File: src/rtl/seq_mult8x8.sv
// Sequential 8x8 unsigned multiplier: one 4x4 nibble multiplier, four
// steps per product, shift-and-accumulate into a 16-bit result.

// Combinational 4x4 multiplier built from four 2x2 vedic blocks.
module vedic4x4 (
    input  logic [3:0] x,
    input  logic [3:0] y,
    output logic [8:0] p
);
    function automatic logic [3:0] mul2(input logic [1:0] u, input logic [1:0] v);
        logic t0, t1, t2, t3, c;
        t0 = u[0] & v[0];
        t1 = u[1] & v[0];
        t2 = u[0] & v[1];
        t3 = u[1] & v[1];
        c  = t1 & t2;
        return {t3 & c, t3 ^ c, t1 ^ t2, t0};
    endfunction

    logic [3:0] q_ll, q_hl, q_lh, q_hh;
    logic [8:0] mid;

    // Four 2x2 partial products combined with their nibble weights.
    always_comb begin
        q_ll = mul2(x[1:0], y[1:0]);
        q_hl = mul2(x[3:2], y[1:0]);
        q_lh = mul2(x[1:0], y[3:2]);
        q_hh = mul2(x[3:2], y[3:2]);
        mid  = {5'b0, q_hl} + {5'b0, q_lh};
        p    = {5'b0, q_ll} + (mid << 2) + ({5'b0, q_hh} << 4);
    end
endmodule

// State | meaning
// IDLE  | waiting for start; product holds last result
// RUN   | stepping through the four nibble pairs (step 0..3)
module seq_mult8x8 (
    input  logic        clk,
    input  logic        rst_n,
    input  logic        start,
    input  logic [7:0]  a,
    input  logic [7:0]  b,
    output logic        busy,
    output logic        done,
    output logic [15:0] product
);
    typedef enum logic {IDLE, RUN} state_t;

    state_t      state_q, state_d;
    logic [7:0]  a_q, a_d, b_q, b_d;
    logic [15:0] acc_q, acc_d;
    logic [15:0] product_q, product_d;
    logic [1:0]  step_q, step_d;
    logic        busy_q, busy_d;
    logic        done_q, done_d;

    logic [3:0]  nib_a, nib_b;
    logic [8:0]  pp;
    logic [15:0] pp_sh, sum;

    vedic4x4 u_vedic (
        .x (nib_a),
        .y (nib_b),
        .p (pp)
    );

    // Select the nibble pair and weight for the current step, then accumulate.
    always_comb begin
        nib_a = a_q[3:0];
        nib_b = b_q[3:0];
        pp_sh = {7'b0, pp};
        case (step_q)
            2'd0: begin nib_a = a_q[3:0]; nib_b = b_q[3:0]; pp_sh = {7'b0, pp};       end
            2'd1: begin nib_a = a_q[3:0]; nib_b = b_q[7:4]; pp_sh = {7'b0, pp} << 4;  end
            2'd2: begin nib_a = a_q[7:4]; nib_b = b_q[3:0]; pp_sh = {7'b0, pp} << 4;  end
            default: begin nib_a = a_q[7:4]; nib_b = b_q[7:4]; pp_sh = {7'b0, pp} << 8; end
        endcase
        sum = acc_q + pp_sh;
    end

    // Next-state and datapath updates; everything holds unless a transition applies.
    always_comb begin
        state_d   = state_q;
        a_d       = a_q;
        b_d       = b_q;
        acc_d     = acc_q;
        product_d = product_q;
        step_d    = step_q;
        busy_d    = busy_q;
        done_d    = 1'b0;
        case (state_q)
            IDLE: begin
                if (start) begin
                    a_d     = a;
                    b_d     = b;
                    acc_d   = 16'h0000;
                    step_d  = 2'd0;
                    busy_d  = 1'b1;
                    state_d = RUN;
                end
            end
            RUN: begin
                if (step_q == 2'd3) begin
                    product_d = sum;
                    done_d    = 1'b1;
                    busy_d    = 1'b0;
                    step_d    = 2'd0;
                    state_d   = IDLE;
                end else begin
                    acc_d  = sum;
                    step_d = step_q + 2'd1;
                end
            end
            default: state_d = IDLE;
        endcase
    end

    // State register with synchronous active-low reset.
    always_ff @(posedge clk) begin
        if (!rst_n) begin
            state_q   <= IDLE;
            a_q       <= 8'h00;
            b_q       <= 8'h00;
            acc_q     <= 16'h0000;
            product_q <= 16'h0000;
            step_q    <= 2'd0;
            busy_q    <= 1'b0;
            done_q    <= 1'b0;
        end else begin
            state_q   <= state_d;
            a_q       <= a_d;
            b_q       <= b_d;
            acc_q     <= acc_d;
            product_q <= product_d;
            step_q    <= step_d;
            busy_q    <= busy_d;
            done_q    <= done_d;
        end
    end

    assign busy    = busy_q;
    assign done    = done_q;
    assign product = product_q;
endmodule

File: config.mk
export PLATFORM = sky130hd
export DESIGN_NAME = seq_mult8x8
export DESIGN_NICKNAME = d
export VERILOG_FILES = /design/src/rtl/seq_mult8x8.sv
export SDC_FILE = /design/constraint.sdc
export NUM_CORES = 1
export LEC_CHECK = 0
export BUFFER_PORTS_ARGS = -buffer_cell sky130_fd_sc_hd__buf_2
export CAP_MARGIN = 30
export CORE_MARGIN = 5
export CORE_UTILIZATION = 59
export CTS_CLUSTER_SIZE = 40
export DETAILED_ROUTE_END_ITERATION = 16
export PLACE_DENSITY = 0.79
export REMOVE_ABC_BUFFERS = 1
export SETUP_SLACK_MARGIN = 0.3
export SLEW_MARGIN = 20
export SYNTH_ARGS = -nofsm -noshare
export SYNTH_HDL_FRONTEND = slang
export SYNTH_HIERARCHICAL = 1
export SYNTH_SLANG_ARGS = --single-unit
File: constraint.sdc
create_clock -name clk -period 6.8 [get_ports clk]
set_input_delay 0.34 -clock clk [delete_from_list [all_inputs] [get_ports clk]]
set_output_delay 0.34 -clock clk [all_outputs]
set_load 0.005 [all_outputs]
== Yosys cells after proc, flatten, opt, wreduce, memory -nomap -nowiden ==
Index checks and enable logic that the tools add are counted.
Cells by class
  mux-type cells: 16
  add/sub/neg operators: 5
  bitwise gates (word level): 33
  reduce and logical (&&, ||, !) cells: 9
  equality and inequality tests: 6
Operators by type and width (count)
  16-bit one-hot mux with 2 select lines: 2
  16-bit two-way mux: 2
  1-bit AND: 24
  16-bit adder: 1
  2-bit AND reduction: 5
  4-bit by 9-bit adder with 9-bit output: 1
  9-bit by 8-bit adder with 9-bit output: 1
  4-bit two-way mux: 2
  1-bit XOR: 8
  2-bit OR reduction: 3
  4-bit by 4-bit adder with 5-bit output: 1
  1-bit two-way mux: 5
  2-bit equality test, second input constant: 2
  2-bit two-way mux: 2
  2-bit inequality test, second input constant: 2
  1-bit one-hot mux with 2 select lines: 2
  2-bit one-hot mux with 2 select lines: 1
  2-bit by 1-bit adder with 2-bit output, second input constant: 1
  2-bit by 1-bit equality test with 1-bit output, second input constant: 1
  2-bit logical NOT: 1
  2-bit by 1-bit inequality test with 1-bit output, second input constant: 1
  1-bit inverter: 1
Storage, ports and cells
  logic and storage cells: 77
  register bits: 53
  output and inout port bits: 18
  bits of input ports: 19

== Logic depth before layout (Yosys ltp) ==
Gate-level depths: netlist (run 1).
  depth after elaboration: 13
  mapped depth: 26

== Modules after synthesis ==
Netlist (run 1), hierarchy kept.
Modules (own cells, without submodules)
  seq_mult8x8: cells each 331, times used 1, area each 2961.6 um^2, sequential area each 1061.0 um^2
  vedic4x4: cells each 62, times used 1, area each 565.5 um^2, sequential area each 0.0 um^2

== Worst setup path after synthesis (run 1) ==
No wires, ideal clock.
  path kind: register -> register
  from: reg step_q[0]
  to: reg product_q[14] (netlist: product[14])
  buffers on the path: 1
  data arrival time: 5.576 ns
  cell stages (with the launch flop): 25
  slack: 1.149 ns
  cells stage by stage: dfxtp_1 -> inv_1 -> ha_1 -> clkbuf_1 -> nor2_1 -> mux2_2 -> and2_1 -> ha_1 -> fa_1 -> inv_1 -> fa_1 -> xor2_1 -> ha_1 -> fa_1 -> a21o_1 -> a21o_1 -> a22oi_1 -> o21ai_0 -> ha_1 -> o21a_1 -> a21oi_1 -> o21ai_1 -> nor2_1 -> mux2_2 -> o21ai_0
Between the ends
  cells in the longest elaborated chain, start to end: 11
  elaborated cells between the ends (all ways): 47
  classes of those cells: add/sub (4); eq/ne (3); mux (3); bitwise (32); reduce/logical (5)
RTL lines
  start: declaration: line 53  | logic [1:0] step_q, step_d;
  start signal: assignment: line 135  | step_q <= step_d;
  2-bit equality test / 2-bit logical NOT (equally long branches): line 72  | case (step_q)
  2-bit OR reduction (no source line) *
  4-bit two-way mux *: line 72
  net nib_b[0]: line 57  | logic [3:0] nib_a, nib_b;
  1-bit AND: line 13  | t1 = u[1] & v[0];
  1-bit AND: line 16  | c = t1 & t2;
  1-bit XOR / 1-bit AND (equally long branches): line 17  | return {t3 & c, t3 ^ c, t1 ^ t2, t0};
  4-bit by 4-bit adder with 5-bit output: line 29  | mid = {5'b0, q_hl} + {5'b0, q_lh};
  4-bit by 9-bit adder with 9-bit output *: line 30  | p = {5'b0, q_ll} + (mid << 2) + ({5'b0, q_hh} << 4);
  9-bit by 8-bit adder with 9-bit output *: line 30
  net pp[8]: line 58  | logic [8:0] pp;
  16-bit one-hot mux with 2 select lines *: line 72
  16-bit adder *: line 78  | sum = acc_q + pp_sh;
  end signal: assignment: line 134  | product_q <= product_d;
  end: declaration: line 52  | logic [15:0] product_q, product_d;
Mark *: on every way through the listed nets, which the timed path passes. The rest lies on a longest branch.
A chain may end at the register's enable or synchronous reset.

== Worst setup path after layout (run 1) ==
  from: reg step_q[0]
  to: reg product_q[14] (netlist: product[14])
Between the ends
  cells in the longest elaborated chain, start to end: 11
  elaborated cells between the ends (all ways): 47
  classes of those cells: add/sub (4); eq/ne (3); mux (3); bitwise (32); reduce/logical (5)
RTL lines
  2-bit equality test / 2-bit logical NOT (equally long branches): line 72
  2-bit OR reduction (no source line) *
  4-bit two-way mux *: line 72
  net nib_b[1]: line 57
  1-bit AND: line 14  | t2 = u[0] & v[1];
  1-bit AND: line 16
  1-bit XOR / 1-bit AND (equally long branches): line 17
  4-bit by 4-bit adder with 5-bit output: line 29
  4-bit by 9-bit adder with 9-bit output *: line 30
  9-bit by 8-bit adder with 9-bit output *: line 30
  net pp[8]: line 58
  16-bit one-hot mux with 2 select lines *: line 72
  16-bit adder *: line 78
Marks and branches as above.

==> results.cfg, run 1 <==
[finish]
fin_cells = 496
drive_gt1_share_pct = 15.4
utilization_pct = 64.8
layout.nets = 480
fillerInstances = 488
area_growth_pct = 7.41
antenna_cells = 0
multi_input_area_mm2 = 0.00231
register_area_mm2 = 0.00106

[route]
dr.pass1.iters = 4
antenna_left = 0
drt-initial-drc-count = 126
via_per_inst = 5.73
routed_wl_um = 7350
drc = 0
vias = 2841
wl_per_cell_um = 14.8

[clocking]
cts_resized = 0
numCtsBuffers = 5
cts_tree = built
cts_root_buf = clkbuf_8
ctsHoldBuffers = 0
clk_latency_ns = 0.31
clk_pin_slew_worst_paths_ns = 0.10
clk_path_buf_depth = 2
ctsHtreeMaxLevel = 2
post_cts_buffers = 0
cts_sinks = 53

[floorplanning]
start_util_pct = 60.3
chipWidth_um = 87.3
die-area_mm2 = 0.00762
fp.dieH_um = 87.3
fp.coreArea_mm2 = 0.00585
rows = 28
io_pins = 37

[grt]
grt_pass1_wl_um = 12600
grt_pass1_vias = 2867
grt_max_degree = 31
overflow = 0
track_usage_pct = 20.4
antenna_found_initial = 0

[power]
fin_total_pwr_mw = 0.584
p_leak_nw = 1.74
vdd_drop_max_v = 0.000105
p_per_area_mw_per_mm2 = 154

[synth]
ys_warn_count = 6
synth_cell_type_count = 53
synthTopCellsByArea = dfxtp_1 30%, ha_1 13%, nand2_1 5.2%, a22o_1 4.7%, and2_1 4.3%
synth_area_leader_cell = dfxtp_1
ys.flop_type = dfxtp_1
syn_area_mm2 = 0.00353
avgSynthCellArea_um2 = 8.97
seq_area_frac_synth_pct = 30.1
async_flop_share_pct = 0
synth-seq-cells = 53
synthCells = 393
synth_edf_count = 0
synth_top_area_share_pct = 30.1

[place]
dp_hpwl_um = 5710
dp.cells = 488
place.port_buffers = 36
gp_congestion = 0.929

[setup_path]
required_ns = 7.03
start_kind = flop
crit_path_end_kind = flop
crit_arrival_ns = 6.46
path_class = reg -> reg
crit_fanout = 8

[sta]
grt_setup_unrepaired = no
post-route-period-util_pct = 91.6
max_slew_margin_pct = 48.4
hold_slack_ns = 0.261
finalHoldViolCount = 0
finalSetupTns_ns = 0
fin_skew_ns = 0.0101
setup_viol = 0
slew_viol_final = 0
fmax_mhz = 161
period_minus_slack_ns = 6.23
max_slew.worst_pin.slew_ns = 0.773

[worst_hold_path]
hold_class = in -> reg

[run_status]
status = finished, final reports clean

[flow_run]
maxCapViolations = 0
==> state kept, by name (all words and copies together) (netlist names) <==
register / flops
acc_q: 16
product: 16
a_q: 8
b_q: 8
step_q: 2
busy: 1
done: 1
state_q: 1
==> cell families after synthesis <==
family	synth area share [%]
XOR/XNOR	4.68
multiplexers	4.04
buffers and inverters	4.54
flip-flops	30.1
adder cells (fa/ha/maj)	15.4
AO/OA/AOI/OAI	23.4
AND/OR/NAND/NOR	17.8
==> per-stage QoR <==
stage	worst slack [ns]	area, um2
after floorplan	1.21	3400
after global placement	0.923	3690
after detailed placement	0.586	3690
after CTS	0.605	3790
after global routing	0.306	3790
final	0.571	3790
==> worst max-delay path: stages (launching register included) <==
cell,delay [ns]
dfxtp_1,0.42
inv_1,0.09
ha_1,0.29
nor2_1,0.36
mux2_2,0.42
and2_1,0.18
ha_1,0.32
fa_1,0.57
inv_1,0.06
fa_1,0.45
xor2_1,0.20
ha_1,0.23
fa_1,0.40
a21o_1,0.19
a21o_1,0.19
a22oi_1,0.13
o21ai_0,0.14
ha_1,0.41
o21a_1,0.20
a21oi_1,0.12
o21ai_1,0.13
nor2_1,0.14
mux2_2,0.34
o21ai_0,0.16
==> where the power goes <==
part / total, mW / internal, mW / switching [mW]
Combinational: 0.0655 / 0.0263 / 0.0392
Clock: 0.196 / 0.0841 / 0.112
Sequential: 0.323 / 0.318 / 0.00500
Total: 0.584 / 0.428 / 0.156
==> worst paths after layout <==
path	from	to	slack, ns	depth (start not counted)
worst max-delay path	step_q[0]	product[14]	0.57	23
worst min-delay path	a[4]	a_q[4]	0.26	3
worst max register to register	step_q[0]	product[14]	0.57	23
worst min register to register	product[6]	product[6]	0.46	2
==> per-layer routing <==
metal	global-route usage (%)	vias to the layer above	wire [um]
met2	36.9	66	3670
met1	23.7	1320	3240
met4	7.39	0	105
li1	-	1446	-
met3	3.88	9	335
met5	0	-	0
==> final cells by class <==
cell class,count,area share [%]
multi-input combinational,313,60.9
sequential,53,28.0
timing repair buffer,38,5.15
tap,75,2.48
clock buffer,6,2.18
inverter,9,0.892
clock inverter,2,0.429
==> placed cells by master (no fill, tap or decap), drive strengths merged, types with 2 or more instances in the layout <==
cell,instances
nor2,18
xnor2,11
a21oi,15
nor2b,14
o211ai,3
mux2i,3
a21boi,19
a22oi,17
xor2,7
o21bai,2
nand2b,7
a22o,19
inv,9
mux2,10
o21ai,16
ha,37
or4,2
clkbuf,6
nor3,2
dfxtp,53
nand3,4
nand2,49
o21a,5
and2,26
o311ai,2
a21o,9
buf,38
fa,4
==> synth_stat cells, types with 2 or more instances <==
library cell and instances:
dfxtp_1 53, a22oi_1 17, or4_1 2, xnor2_1 10, nor3_1 2, nor2_1 18, ha_1 37, o211ai_1 3
o21ai_0 15, o21a_1 5, buf_1 2, a22o_1 19, nand2b_1 7, clkbuf_1 7, clkbuf_8 3, nor2b_1 14
nand2_1 49, mux2i_1 3, xor2_1 7, buf_6 3, and2_2 2, and2_1 24, inv_1 8, fa_1 4
buf_2 2, a21oi_1 14, a21o_1 8, o311ai_0 2, mux2_2 10, nand3_1 4, a21boi_0 17
Power figures use the tool's default switching activity.
==> run 2, diff against run 1 <==
Settings changed: SYNTH_HIERARCHICAL 1 to default.
Clock period 6.8 ns to 6 ns, I/O delays scaled along.
==> run 2 against run 1 <==
Compared with the run above: sequential cell count stayed put; fmax is 13% higher; synthesized area shrank 3.6%; cell area increased by 1.8%; cell count grew 1.8%; synthesized cell count increased by 1.8%; first-iteration DRC count grew 45%; clock power grew 28%; wire length increased by 8.4%; power grew 21%; utilization up 4.8 points; critical path type unchanged.
==> results.cfg, run 2 <==
[finish]
final_common_cell = nand2_1
antenna_cells = 0
fillerInstances = 446
utilization_pct = 69.6
layout.nets = 490
area_growth_pct = 13.4
layout_common_cells = 58 x nand2_1, 53 x dfxtp_1, 36 x buf_2, 33 x nor2_1, 33 x ha_1
final_area_mm2 = 0.00386
drive_gt1_share_pct = 16.2

[clocking]
cts_tree = built
cts_sinks = 53
clk_pin_slew_worst_paths_ns = 0.11
cts_root_buf = clkbuf_8
ctsHtreeMaxLevel = 2
clk_latency_ns = 0.31
numCtsBuffers = 5
clk_path_buf_depth = 2

[route]
drt-initial-drc-count = 183
routed_wl_um = 7970
dr.pass1.iters = 4
wl_per_cell_um = 15.8
met1_length_um = 3440
via_per_inst = 5.88
highest_layer = met4
route.met3.wl_um = 467
vias = 2970
antenna_left = 0
met2_length_um = 3870
drc = 0

[sta]
post-route-period-util_pct = 92.1
hold_slack_ns = 0.212
max_slew.worst_pin.slew_ns = 0.913
setup_viol = 0
grt_setup_unrepaired = yes
max_slew_margin_pct = 39.0
slew_viol_final = 0
finalWorstSetupSlack_ns = 0.475
finalSetupTns_ns = 0
fin_skew_ns = 0.0161
fmax_mhz = 181
finalHoldViolCount = 0
period_minus_slack_ns = 5.52

[grt]
overflow = 0
track_usage_pct = 22.2
grt_pass1_wl_um = 13300
grt_pass1_vias = 2934
grt_max_degree = 32
antenna_found_initial = 0

[setup_path]
crit_slowest_cell = fa_1
crit_fanout = 8
cp_top_family = compound AO/OA/AOI/OAI gates
crit_path_end_kind = flop
slowest_delay_ns = 0.47
path_class = reg -> reg
required_ns = 6.22
path_cells = inv_1 -> ha_2 -> nor2_4 -> mux2i_4 -> nor2_1 -> ha_1 -> fa_1 -> xor2_1 -> ha_1 -> a211oi_2 -> o21bai_1 -> a21oi_1 -> xnor2_1 -> a22o_1 -> ha_2 -> a21o_1 -> a211o_1 -> a2111oi_4 -> nor2_1 -> xor2_1 -> a22o_1
crit_buf_inv = 1
crit_arrival_ns = 5.74
start_kind = flop

[synth]
ys.flop_type = dfxtp_1
synth_top_family_by_area = compound AO/OA/AOI/OAI gates
synthTopCellsByArea = dfxtp_1 31%, ha_1 13%, nand2_1 6.4%, a22o_1 4.6%, nor2_1 3.9%
synth_area_leader_cell = dfxtp_1
synth-xor-area-share_pct = 4.89
avgSynthCellArea_um2 = 8.50
synth_top_area_share_pct = 31.2
syn_area_mm2 = 0.00340
synth_compound_area_share_pct = 24.0
ys_warn_count = 0
synth_commonest_cells = 58 x nand2_1, 53 x dfxtp_1, 36 x ha_1
yosysMostFrequentCell = nand2_1
synthSimpleGateAreaFrac_pct = 19.0
seq_area_frac_synth_pct = 31.2
synth-seq-cells = 53
synth_cell_type_count = 46
synthAdderAreaFrac_pct = 15.0
synthCells = 400
synth_edf_count = 0
async_flop_share_pct = 0
synthMuxAreaShare_pct = 3.24

[floorplanning]
io_pins = 37
start_util_pct = 61.4
fp.dieH_um = 85.9
rows = 27
die-area_mm2 = 0.00738
fp.coreArea_mm2 = 0.00554
chipWidth_um = 85.9

[flow_run]
maxCapViolations = 0

[power]
vdd_drop_max_v = 0.000109
p_per_area_mw_per_mm2 = 183
p_leak_nw = 1.75

[place]
place_area_mm2 = 0.00362
place.port_buffers = 36
pre_cts_ws_ns = 0.155
gp_congestion = 0.899
dp_hpwl_um = 5970

[worst_hold_path]
hold_class = in -> reg

[run_status]
status = finished, final reports clean
[run 2: layer usage]
metal,vias to the layer above,global-route usage [%]
li1,1489,-
met1,1372,26.2
met2,90,39.5
met3,19,4.32
met4,0,7.91
met5,-,0
[run 2: tightest hold or removal path, stage by stage]
cell	delay, ns
buf_2	0.09
nand2_1	0.05
a21boi_1	0.05
[run 2: report_power, final]
group	total, mW	internal [mW]	switching [mW]
Clock	0.251	0.125	0.126
Combinational	0.0858	0.0348	0.0510
Sequential	0.369	0.360	0.00812
[run 2: stage by stage]
stage / std cells / power, mW
2_1_floorplan: 384 / 0.424
3_3_place_gp: 493 / 0.447
3_5_place_dp: 494 / 0.451
4_1_cts: 502 / 0.701
5_1_grt: 505 / 0.734
6_report: 505 / 0.705
[run 2: area by class of cell]
class / instances / area, um2 / area share, %
multi-input combinational: 324 / 2350 / 60.9
tap: 72 / 90.1 / 2.34
timing repair buffer: 41 / 218 / 5.65
inverter: 7 / 26.3 / 0.681
clock inverter: 3 / 43.8 / 1.14
clock buffer: 5 / 68.8 / 1.78
sequential: 53 / 1060 / 27.5
[run 2: logic make-up (layout without fill, tap and decap cells)]
kind of cell | Yosys count | after routing
AOI/OAI and AO/OA | 115 | 115
adders and majority gates | 39 | 39
DFF | 53 | 53
and+or+nand+nor | 140 | 140
muxes | 11 | 11
xor gates and xnor gates | 19 | 19
buffers and inverters | 23 | 56
[run 2: path summary, 6_finish.rpt]
kind | start | depth (start not counted) | slack (ns) | endpoint
max reg2reg | step_q[0] | 21 | 0.48 | product[14]
max | step_q[0] | 21 | 0.48 | product[14]
min | b[0] | 3 | 0.21 | b_q[0]
min reg2reg | product[15] | 2 | 0.45 | product[15]
[run 2: timing repair]
action / CTS / global route
endpoints found under the setup margin: 2 / 10
hold buffers: 0 / 0
gates resized for setup: 9 / 13
buffers inserted: 0 / 3
pin swaps: 0 / 3
